## src/rtl/lsu_hs.sv

```systemverilog
// Load/store unit: effective-address generation, byte-lane steering, and a
// request/grant/response memory handshake with load-data extension and watchdog.
module lsu_hs #(
  parameter int unsigned WIDTH   = 32,
  parameter int unsigned ADDR_W  = 32,
  parameter int unsigned TIMEOUT = 64
) (
  input  logic              clk,
  input  logic              rstn,
  input  logic              req_valid,
  output logic              req_ready,
  input  logic              req_store,
  input  logic [1:0]        req_size,
  input  logic              req_signed,
  input  logic [WIDTH-1:0]  req_base,
  input  logic [15:0]       req_offset,
  input  logic [WIDTH-1:0]  req_wdata,
  input  logic [4:0]        req_rd,
  input  logic              req_gof,
  output logic              mem_req,
  input  logic              mem_gnt,
  output logic [ADDR_W-1:0] mem_addr,
  output logic              mem_we,
  output logic [3:0]        mem_be,
  output logic [WIDTH-1:0]  mem_wdata,
  input  logic              mem_rvalid,
  input  logic [WIDTH-1:0]  mem_rdata,
  output logic              wb_valid,
  output logic [4:0]        wb_rd,
  output logic              wb_gof,
  output logic [WIDTH-1:0]  wb_data,
  output logic              stall,
  output logic              misalign_err,
  output logic              timeout_err
);

  localparam int unsigned CNT_W = (TIMEOUT > 1) ? $clog2(TIMEOUT + 1) : 1;

  typedef enum logic [1:0] {S_IDLE, S_REQ, S_WAIT, S_DONE} state_e;

  state_e             state_q, state_d;
  logic [CNT_W-1:0]   cnt_q, cnt_d;
  logic [ADDR_W-1:0]  mem_addr_q, mem_addr_d;
  logic [3:0]         mem_be_q, mem_be_d;
  logic               mem_we_q, mem_we_d;
  logic [WIDTH-1:0]   mem_wdata_q, mem_wdata_d;
  logic [4:0]         rd_q, rd_d;
  logic               gof_q, gof_d;
  logic [1:0]         size_q, size_d;
  logic               signed_q, signed_d;
  logic [1:0]         lane_q, lane_d;
  logic               wb_valid_q, wb_valid_d;
  logic [4:0]         wb_rd_q, wb_rd_d;
  logic               wb_gof_q, wb_gof_d;
  logic [WIDTH-1:0]   wb_data_q, wb_data_d;
  logic               misalign_q, misalign_d;
  logic               timeout_q, timeout_d;

  logic [ADDR_W-1:0]  ea_c;
  logic [1:0]         lane_c;
  logic               aligned_c;
  logic [3:0]         be_c;
  logic [WIDTH-1:0]   rshift_c;
  logic [WIDTH-1:0]   ld_data_c;
  logic               timeout_hit_c;

  // Effective address, alignment check and byte enables of the incoming request
  always_comb begin
    ea_c      = ADDR_W'(req_base) + {{(ADDR_W-16){req_offset[15]}}, req_offset};
    lane_c    = ea_c[1:0];
    aligned_c = 1'b0;
    be_c      = 4'b0000;
    case (req_size)
      2'd0: begin aligned_c = 1'b1;              be_c = 4'b0001 << lane_c; end
      2'd1: begin aligned_c = ~ea_c[0];          be_c = 4'b0011 << lane_c; end
      2'd2: begin aligned_c = (lane_c == 2'd0);  be_c = 4'b1111;           end
      default: begin aligned_c = 1'b0;           be_c = 4'b0000;           end
    endcase
  end

  // Lane select and zero/sign extension of the returned load word
  always_comb begin
    rshift_c  = mem_rdata >> {lane_q, 3'b000};
    ld_data_c = mem_rdata;
    case (size_q)
      2'd0: ld_data_c = signed_q ? {{(WIDTH-8){rshift_c[7]}}, rshift_c[7:0]}
                                 : {{(WIDTH-8){1'b0}}, rshift_c[7:0]};
      2'd1: ld_data_c = signed_q ? {{(WIDTH-16){rshift_c[15]}}, rshift_c[15:0]}
                                 : {{(WIDTH-16){1'b0}}, rshift_c[15:0]};
      default: ld_data_c = mem_rdata;
    endcase
  end

  // Watchdog fires on the last permitted cycle in REQ/WAIT; TIMEOUT of 0 disables it
  assign timeout_hit_c = (TIMEOUT != 0) && (cnt_q == CNT_W'(TIMEOUT - 1));

  // Next-state and registered-output logic
  always_comb begin
    state_d     = state_q;
    cnt_d       = cnt_q;
    mem_addr_d  = mem_addr_q;
    mem_be_d    = mem_be_q;
    mem_we_d    = mem_we_q;
    mem_wdata_d = mem_wdata_q;
    rd_d        = rd_q;
    gof_d       = gof_q;
    size_d      = size_q;
    signed_d    = signed_q;
    lane_d      = lane_q;
    wb_valid_d  = 1'b0;
    wb_rd_d     = wb_rd_q;
    wb_gof_d    = wb_gof_q;
    wb_data_d   = wb_data_q;
    misalign_d  = 1'b0;
    timeout_d   = 1'b0;
    case (state_q)
      S_IDLE: begin
        if (req_valid) begin
          if (aligned_c) begin
            mem_addr_d  = {ea_c[ADDR_W-1:2], 2'b00};
            mem_be_d    = be_c;
            mem_we_d    = req_store;
            mem_wdata_d = req_wdata << {lane_c, 3'b000};
            rd_d        = req_rd;
            gof_d       = req_gof;
            size_d      = req_size;
            signed_d    = req_signed;
            lane_d      = lane_c;
            cnt_d       = '0;
            state_d     = S_REQ;
          end else begin
            misalign_d = 1'b1;
          end
        end
      end
      S_REQ: begin
        if (mem_gnt) begin
          cnt_d   = '0;
          state_d = mem_we_q ? S_DONE : S_WAIT;
        end else if (timeout_hit_c) begin
          timeout_d = 1'b1;
          state_d   = S_IDLE;
        end else begin
          cnt_d = cnt_q + CNT_W'(1);
        end
      end
      S_WAIT: begin
        if (mem_rvalid) begin
          wb_valid_d = 1'b1;
          wb_rd_d    = rd_q;
          wb_gof_d   = gof_q;
          wb_data_d  = ld_data_c;
          state_d    = S_DONE;
        end else if (timeout_hit_c) begin
          timeout_d = 1'b1;
          state_d   = S_IDLE;
        end else begin
          cnt_d = cnt_q + CNT_W'(1);
        end
      end
      default: state_d = S_IDLE;
    endcase
  end

  // State and output registers
  always_ff @(posedge clk or negedge rstn) begin
    if (!rstn) begin
      state_q     <= S_IDLE;
      cnt_q       <= '0;
      mem_addr_q  <= '0;
      mem_be_q    <= '0;
      mem_we_q    <= 1'b0;
      mem_wdata_q <= '0;
      rd_q        <= '0;
      gof_q       <= 1'b0;
      size_q      <= '0;
      signed_q    <= 1'b0;
      lane_q      <= '0;
      wb_valid_q  <= 1'b0;
      wb_rd_q     <= '0;
      wb_gof_q    <= 1'b0;
      wb_data_q   <= '0;
      misalign_q  <= 1'b0;
      timeout_q   <= 1'b0;
    end else begin
      state_q     <= state_d;
      cnt_q       <= cnt_d;
      mem_addr_q  <= mem_addr_d;
      mem_be_q    <= mem_be_d;
      mem_we_q    <= mem_we_d;
      mem_wdata_q <= mem_wdata_d;
      rd_q        <= rd_d;
      gof_q       <= gof_d;
      size_q      <= size_d;
      signed_q    <= signed_d;
      lane_q      <= lane_d;
      wb_valid_q  <= wb_valid_d;
      wb_rd_q     <= wb_rd_d;
      wb_gof_q    <= wb_gof_d;
      wb_data_q   <= wb_data_d;
      misalign_q  <= misalign_d;
      timeout_q   <= timeout_d;
    end
  end

  assign req_ready    = (state_q == S_IDLE);
  assign mem_req      = (state_q == S_REQ);
  assign mem_addr     = mem_addr_q;
  assign mem_we       = mem_we_q;
  assign mem_be       = mem_be_q;
  assign mem_wdata    = mem_wdata_q;
  assign wb_valid     = wb_valid_q;
  assign wb_rd        = wb_rd_q;
  assign wb_gof       = wb_gof_q;
  assign wb_data      = wb_data_q;
  assign misalign_err = misalign_q;
  assign timeout_err  = timeout_q;
  // Holds the PC from the accept cycle; low in DONE so the core advances there
  assign stall = (state_q == S_REQ) | (state_q == S_WAIT) |
                 ((state_q == S_IDLE) & req_valid & aligned_c);

endmodule

```

## config.mk

```make
export PLATFORM = sky130hd
export DESIGN_NAME = lsu_hs
export DESIGN_NICKNAME = d
export VERILOG_FILES = /design/src/rtl/lsu_hs.sv
export SDC_FILE = /design/constraint.sdc
export NUM_CORES = 1
export LEC_CHECK = 0
export CAP_MARGIN = 15
export CELL_PAD_IN_SITES_DETAIL_PLACEMENT = 0
export CELL_PAD_IN_SITES_GLOBAL_PLACEMENT = 1
export CORE_MARGIN = 10
export CORE_UTILIZATION = 37
export CTS_CLUSTER_DIAMETER = 120
export DETAILED_ROUTE_END_ITERATION = 8
export PLACE_DENSITY_LB_ADDON = 0.05
export SLEW_MARGIN = 40
export SYNTH_ARGS = -nofsm -noshare
export SYNTH_HDL_FRONTEND = slang
export SYNTH_SLANG_ARGS = --single-unit
export TNS_END_PERCENT = 50
```

## constraint.sdc

```tcl
create_clock -name clk -period 7.5 [get_ports clk]
set_input_delay 1.5 -clock clk [delete_from_list [all_inputs] [get_ports clk]]
set_output_delay 1.5 -clock clk [all_outputs]
set_load 0.01 [all_outputs]
```

# Word level (Yosys, flattened, before mapping)
# Index checks and enable logic that the tools add are counted.
[classes] add_sub_neg=2 eq_ne=9 shifts=4 n_mux=27 bitwise=5 n_reduce_logical=9
[ops] op="32-bit two-way mux" n=2
[ops] op="32-bit case mux with 2 select lines" n=1
[ops] op="7-bit two-way mux" n=5
[ops] op="32-bit adder" n=1
[ops] op="32-bit by 5-bit << shifter with 32-bit output" n=1
[ops] op="32-bit by 5-bit right shift with 16-bit output" n=1
[ops] op="7-bit case mux with 3 select lines" n=1
[ops] op="4-bit case mux with 3 select lines" n=1
[ops] op="2-bit two-way mux" n=5
[ops] op="1-bit two-way mux" n=9
[ops] op="2-bit logical NOT" n=4
[ops] op="7-bit by 1-bit adder with 7-bit output, second input constant" n=1
[ops] op="7-bit by 6-bit == test with 1-bit output, second input constant" n=1
[ops] op="2-bit by 1-bit == test with 1-bit output, second input constant" n=3
[ops] op="2-bit case mux with 3 select lines" n=1
[ops] op="2-bit == test, second input constant" n=2
[ops] op="2-bit != test, second input constant" n=2
[ops] op="2-bit AND reduction" n=2
[ops] op="4-bit AND reduction" n=1
[ops] op="1-bit by 2-bit << shifter with 4-bit output, first input constant" n=1
[ops] op="2-bit by 2-bit << shifter with 4-bit output, first input constant" n=1
[ops] op="1-bit case mux with 3 select lines" n=1
[ops] op="3-bit AND reduction" n=1
[ops] op="3-bit nonzero test" n=1
[ops] op="5 further kinds" n=7
[totals] register_bits=128 out_inout_bits=113 word_cells=73

# Logic depth before layout (Yosys ltp)
[depth] depth_word=6 mapped_depth=10 ltp_nobuf=9

# Worst setup path after synthesis
# Ideal clock, no wire load.
[synth_timing] path_type="input -> output" start="input req_base[0]" end="output stall" t_arrival_ns=3.249 slack_ns=2.751 cell_stages=8 n_path_buf=2 cell_sequence="ha_1 fa_1 buf_2 o21a_1 o22ai_1 nand3_1 clkbuf_1 nand2b_1"
[synth_via] elab_chain_cells=5 elab_cells_between_ends=6 classes_between="add/sub: 1; mux: 1; bitwise: 3; reduce/logical: 1"
[synth_lines] element="from (decl)" line_no="15" text="input logic [WIDTH-1:0] req_base,"
[synth_lines] element="32-bit adder" line_no="69" text="ea_c = ADDR_W'(req_base) + {{(ADDR_W-16){req_offset[15]}}, req_offset};"
[synth_lines] element="via ea_c[1]" line_no="59" text="logic [ADDR_W-1:0] ea_c;"
[synth_lines] element="2-bit logical NOT" line_no="76" text="2'd2: begin aligned_c = (lane_c == 2'd0); be_c = 4'b1111; end"
[synth_lines] element="1-bit case mux with 3 select lines" line_no="73" text="case (req_size)"
[synth_lines] element="1-bit bitwise AND" line_no="220" text="((state_q == S_IDLE) & req_valid & aligned_c);"
[synth_lines] element="1-bit OR" line_no="219" text="assign stall = (state_q == S_REQ) | (state_q == S_WAIT) |"
[synth_lines] element="to (decl)" line_no="32" text="output logic stall,"
# The timed path passes the listed nets, and every way through them passes these cells.

# Worst setup path in the final report
# Ends and elaborated chain as after synthesis.

==> results.json <==
{
  "cts_hold_buf": 0,
  "grt_usage": 0.180,
  "drt.antenna.violating_nets": 0,
  "clock_path_buffers": 2,
  "fmax_mhz": 176,
  "hold_viol": 0,
  "post-cts-setup-buffers": 0,
  "fin_area_um2": 10800,
  "rsz0062_at_grt": "no",
  "hp-start": "gof_q",
  "row_count": 52,
  "power_density_nw_per_um2": 345,
  "die_w_um": 163,
  "outcome": "finished clean",
  "netlist_area_um2": 7610,
  "clock_latency_ns": 0.41,
  "fp.dieH_um": 163,
  "synth_edf_count": 0,
  "synth_seq_area_share": 0.421,
  "core_um2": 20200,
  "critical_path_arrival_ns": 4.17,
  "drc": 0,
  "critical_path_buf_inv_count": 4,
  "cp_cell_sequence": "clkdlybuf4s50_1, ha_1, fa_1, buf_4, o21a_1, o22ai_1, buf_4, nand3_4, nand2b_1, clkdlybuf4s50_1",
  "regArea_um2": 3200,
  "finalSetupTns_ns": 0,
  "critPathTopFamily": "buffers and inverters",
  "async_flop_share": 1.00,
  "clock_sinks": 128,
  "synthToLayoutAreaGrowth_pct": 42.1,
  "port_buffers": 237,
  "synth_seq_cells": 128,
  "numCtsBuffers": 17,
  "vdd_drop_max_mv": 0.205,
  "syn_inst": 905,
  "grt_pass1_wl_um": 38800,
  "io_pins": 240,
  "clkSlewWorstSetupHoldPaths_ns": 0.06,
  "grt_max_degree": 118,
  "avgRoutedWirePerCell_um": 17.5,
  "vias_per_cell": 5.03,
  "htree_levels": 4,
  "crit_path_top_delay_cell": "clkdlybuf4s50_1",
  "n_fill_cell": 1940,
  "crit_path_end_kind": "output port",
  "r2r-start": "lane_q[1]",
  "drt-initial-drc-count": 368,
  "fin_skew_ns": 0.00981,
  "leakagePower_nw": 4.75,
  "multiInputGateArea_um2": 4170,
  "hold_path_class": "reg -> reg",
  "cp-start-kind": "primary input",
  "grt.overflow.total": 0,
  "relSlewSlack": 0.521,
  "layout.nets": 1276,
  "tightest_slew_ns": 0.719,
  "grt_pass1_vias": 7021,
  "gp_congestion": 0.854,
  "finalSetupViolations": 0,
  "slowest_delay_ns": 0.54,
  "post_cts_resized": 0,
  "syn_area_per_cell_um2": 8.41,
  "antenna_found_initial": 1,
  "first_pass_iters": 5,
  "vias": 7028,
  "worst-path-max-fanout": 37,
  "place_area_um2": 10200,
  "cp.required_ns": 6.00,
  "hold_slack_ns": 0.458,
  "die-area_um2": 26700,
  "startpoint": "req_base[0]",
  "final.period_utilization": 0.756,
  "yosys_most_used_dff": "dfrtp_1",
  "fin_crit_ns": 5.67,
  "wl_um": 24400,
  "ys_warn_count": 0,
  "drive_gt1_frac": 0.0516,
  "start_util": 0.376,
  "root_buffer": "clkbuf_16",
  "cts_tree": "built",
  "max_cap_viol_count": 0,
  "crit_type": "in -> out",
  "maxSlewViolCount": 0,
  "place_hpwl_um": 18600,
  "yosysUniqueCellTypes": 61
}
==> final timing paths <==
kind | to | depth (start not counted) | slack, ns
max | stall | 10 | 1.83
min | wb_gof | 2 | 0.46
min in group asynchronous | mem_wdata[5] | 1 | 1.02
max reg2reg | wb_data[18] | 6 | 4.66
min reg2reg | wb_gof | 2 | 0.46
max in group asynchronous | cnt_q[2] | 2 | 5.38
==> synth_stat cells (6+ instances only) <==
| library cell | number | area [µm²] |
|---|---|---|
| buf_1 | 8 | 30.0 |
| a211oi_1 | 13 | 97.6 |
| nor3_1 | 6 | 30.0 |
| nand4_1 | 17 | 106 |
| dfrtp_1 | 128 | 3200 |
| clkbuf_1 | 44 | 165 |
| a21oi_1 | 88 | 440 |
| xor2_1 | 15 | 131 |
| xnor2_1 | 13 | 114 |
| o21ai_1 | 6 | 30.0 |
| o22ai_1 | 8 | 50.1 |
| nand2_1 | 199 | 747 |
| mux2i_1 | 26 | 260 |
| o21ai_0 | 73 | 365 |
| o31ai_1 | 12 | 90.1 |
| nor2_1 | 79 | 297 |
| nand3_1 | 21 | 105 |
| a21o_1 | 18 | 135 |
| ha_1 | 36 | 450 |
| nor2b_1 | 15 | 93.8 |
| inv_1 | 6 | 22.5 |
==> metal layers <==
metal / wire [µm] / part of all wire / up-vias / GRT usage
met4: 195 / 0.0080 / 0 / 0.0402
met3: 1280 / 0.053 / 15 / 0.0365
li1: - / - / 3593 / -
met1: 11000 / 0.45 / 3244 / 0.234
met2: 11900 / 0.49 / 176 / 0.302
met5: 0 / 0 / - / 0
==> cell type report <==
| class | instances | area share |
|---|---|---|
| Clock inverter | 13 | 0.0152 |
| Inverter | 7 | 0.00243 |
| Clock buffer | 19 | 0.0400 |
| Tap cell | 270 | 0.0312 |
| Sequential cell | 128 | 0.296 |
| Timing Repair Buffer | 246 | 0.229 |
| Multi-Input combinational cell | 712 | 0.386 |
| Antenna cell | 1 | 0.000231 |
==> sequential cells by signal, summed over array words and instances (netlist names), 2 cells and up <==
| name | cells |
|---|---|
| size_q | 2 |
| rd_q | 5 |
| state_q | 2 |
| wb_data | 32 |
| cnt_q | 7 |
| lane_q | 2 |
| mem_be | 4 |
| wb_rd | 5 |
| mem_addr | 30 |
| mem_wdata | 32 |
==> placed cells by master (no fill, tap or decap), types with 6 or more instances in the layout <==
master	Yosys	routed
nor2b_1	15	14
nand2_1	199	199
inv_1	6	6
nor3_1	6	6
clkdlybuf4s50_1	0	236
nor2_1	79	79
o31ai_1	12	12
xor2_1	15	15
dfrtp_1	128	128
a21oi_1	88	88
nand4_1	17	17
a211oi_1	13	13
o21ai_1	6	6
ha_1	36	36
o21ai_0	73	73
a21o_1	18	18
o22ai_1	8	8
clkbuf_16	0	17
mux2i_1	26	26
nand3_1	21	20
xnor2_1	13	13
==> kinds of logic after synthesis <==
logic type               count (synthesis)  share of synthesized area
buffers and inverters                   66                     0.0343
AND/OR/NAND/NOR                        361                      0.203
other                                    1                   0.000493
flip-flops                             128                      0.421
adder cells (fa/ha/maj)                 37                     0.0618
XOR/XNOR                                28                     0.0322
multiplexers                            27                     0.0371
AO/OA/AOI/OAI                          257                      0.210
==> where the power goes <==
part           switching, mW  internal [mW]
combinational          0.835          0.853
clock                  0.315          0.524
sequential             0.208          0.995
total                   1.36           2.37
==> worst min-delay path, stage by stage (launching register included) <==
cell and delay, ns:
dfrtp_1 0.34, nand2_1 0.05, nand2_1 0.04
==> metrics by stage <==
stage | worst slack [ns] | power, mW | utilization | instances
final | 1.83 | 3.73 | 0.535 | 1396
after global routing | 1.67 | 4.00 | 0.535 | 1396
after CTS | 1.81 | 3.78 | 0.533 | 1394
after detailed placement | 1.81 | 2.93 | 0.504 | 1362
after global placement | 1.84 | 2.90 | 0.502 | 1361
after floorplan | 2.75 | 2.02 | - | 906
Note: power is estimated with default switching activity, not from simulation.
==> edit: new RTL, same flow settings <==
Reset style: synchronous (`rstn`), changed in one clocked block.
--- a/src/rtl/lsu_hs.sv
+++ b/src/rtl/lsu_hs.sv
@@ -164,5 +164,5 @@
 
   // State and output registers
-  always_ff @(posedge clk or negedge rstn) begin
+  always_ff @(posedge clk) begin
     if (!rstn) begin
       state_q     <= S_IDLE;
Behaviour: differs if rstn is asserted again (counterexample within 4 cycles, from zero or initial values and one cycle with rstn low); with rstn held inactive, the same outputs for 4 cycles.
==> edit against the unedited design <==
  * Synthesized cell count rose by 5.9%
  * Wire length rose by 4.9%
  * Sequential share of layout area fell by 5.5 points
  * Sequential cell count did not move
  * Cell count rose by 3.4%
  * Setup slack improved by 0.23 ns
  * Final area fell by 1.7%
  * Area after synthesis fell by 1.1%
  * Worst hold slack got worse by 0.00077 ns
  * Largest cell class unchanged
Power is not compared: it rests on default switching activity, and its combinational part moved more than twofold at a synthesized area within 25%.
==> edit: results (changes against the unedited design) <==
[yosys]
synthMuxAreaShare_pct=4.15  ; was 3.71%
synth_compound_area_share_pct=26.6  ; was 21.0%
yosysWarnings=0  ; unchanged
synth-async-reset-ratio_pct=0  ; was 100%
ys_seq_area_share_pct=34.0  ; was 42.1%
yosys-top-cells-count=nand2_1, dfxtp_1, a21oi_1  ; was nand2_1, dfrtp_1, a21oi_1
yosys-top-cells-area=dfxtp_1, nand2_1, a21oi_1  ; was dfrtp_1, nand2_1, ha_1
synth_xor_area_share_pct=3.24  ; was 3.22%
ys_types=68  ; was 61
synth_fa_ha_area_share_pct=6.15  ; was 6.18%

[grt]
use_met3_pct=4.93  ; was 3.65%
antenna_found_initial=1  ; unchanged
grtUsageMet1_pct=23.8  ; was 23.4%
track_usage_pct=18.8  ; was 18.0%
grt_busiest_layer=met2  ; unchanged
grt_pass1_wl_um=40100  ; was 38,800 um
use_met2_pct=30.9  ; was 30.2%
grt_pass1_vias=7308  ; was 7,021
grt_max_degree=81  ; was 118

[clocking]
cts_max_level=4  ; unchanged
clk_latency_ns=0.42
numCtsBuffers=17  ; unchanged
cts_resized=0  ; unchanged
cts_max_path_buffers=2  ; unchanged
cts-root-buf=clkbuf_16  ; unchanged
post-cts-setup-buffers=0  ; unchanged

[routing]
highest_layer=met4  ; unchanged
vias=7399  ; was 7,028
wl_met1_um=11800  ; was 11,000 um
firstDrtPassIters=4  ; was 5
drt_iter0_markers=331  ; was 368
met2_length_um=11900  ; about the same
dr_wl_met3_um=1540  ; was 1280 um
wire_per_inst_um=17.7  ; was 17.5 um

[worst_setup_path]
cp_max_fo=28  ; was 37
cp.arrival_ns=3.95  ; was 4.17 ns
timing.rr.end=wb_data[25]  ; was wb_data[18]
r2r_slack_ns=5.01  ; was 4.66 ns
r2r_start=lane_q[0]  ; was lane_q[1]
slowest_delay_ns=0.56  ; was 0.54 ns
cp_slowest_cell=clkdlybuf4s50_1  ; unchanged
r2r_cells=7  ; was 6

[worst_hold_path]
hp-class=reg2reg  ; unchanged
holdPathStages=2  ; unchanged
min_to=mem_addr[30]  ; was wb_gof
min_from=mem_addr[30]  ; was gof_q

[final_layout]
layout-drive-gt1-share_pct=5.29  ; was 5.16%
layout.nets=1323  ; was 1,276
n_fill_cell=1981  ; was 1,940

[power]
power.leakage_nw=4.03
peakVddDrop_mv=0.150

[place]
io_buffers=237  ; unchanged
gp_congestion=0.814  ; was 0.854
dp_hpwl_um=19200  ; was 18,600 um

[sta]
worstMarginPinSlew_ns=0.744  ; was 0.719 ns
fin_hold_ws_ns=0.458  ; about the same
finClkSkew_ns=0.00969  ; was 0.00981 ns
setup_viol=0  ; unchanged

[run_status]
status=completed  ; unchanged

[run]
cap_violations=0  ; unchanged

-- edit: worst max-delay path by stage --
stage                startpoint  endpoint  slack [ns]  cells after the start
floorplan           req_base[1]     stall        2.95                      7
global placement    req_base[1]     stall        2.06                      9
detailed placement  req_base[1]     stall        2.04                      9
CTS                 req_base[1]     stall        2.03                      9
global route        req_base[1]     stall        1.87                      9
finish              req_base[1]     stall        2.05                      9
-- edit: cells by family (layout without fill, tap and decap cells) --
| kind of cell | after synthesis | count (layout) |
|---|---|---|
| adder cells (fa/ha/maj) | 37 | 37 |
| flip-flops | 128 | 128 |
| other | 1 | 3 |
| XOR/XNOR | 27 | 27 |
| AO/OA/AOI/OAI | 302 | 302 |
| AND/OR/NAND/NOR | 354 | 354 |
| buffers and inverters | 79 | 292 |
| multiplexers | 30 | 30 |
-- edit: layout make-up --
class | count | share of cell area (%)
multi-input combinational | 752 | 44.0
sequential | 128 | 24.1
timing repair buffer | 245 | 22.8
clock buffer | 19 | 4.07
tap | 270 | 3.18
clock inverter | 13 | 1.31
inverter | 15 | 0.530
antenna | 1 | 0.0235
-- edit: power by group --
part	internal [mW]	total (mW)	switching, mW
Combinational	0.298	0.638	0.340
Clock	0.490	0.814	0.324
Sequential	0.735	0.771	0.0368
-- edit: critical path: cells and delay by family --
kind,cells,cell delay (ns)
AND/OR/NAND/NOR,2,0.24
AO/OA/AOI/OAI,2,0.34
XOR/XNOR,1,0.18
adder cells (fa/ha/maj),1,0.41
buffers and inverters,3,1.27
-- edit: metrics by stage --
step	worst slack, ns	area (sq um)	instances
finish	2.05	10600	1443
global route	1.87	10600	1443
CTS	2.03	10600	1442
detailed placement	2.04	10100	1410
global placement	2.06	10100	1410
floorplan	2.95	7540	959
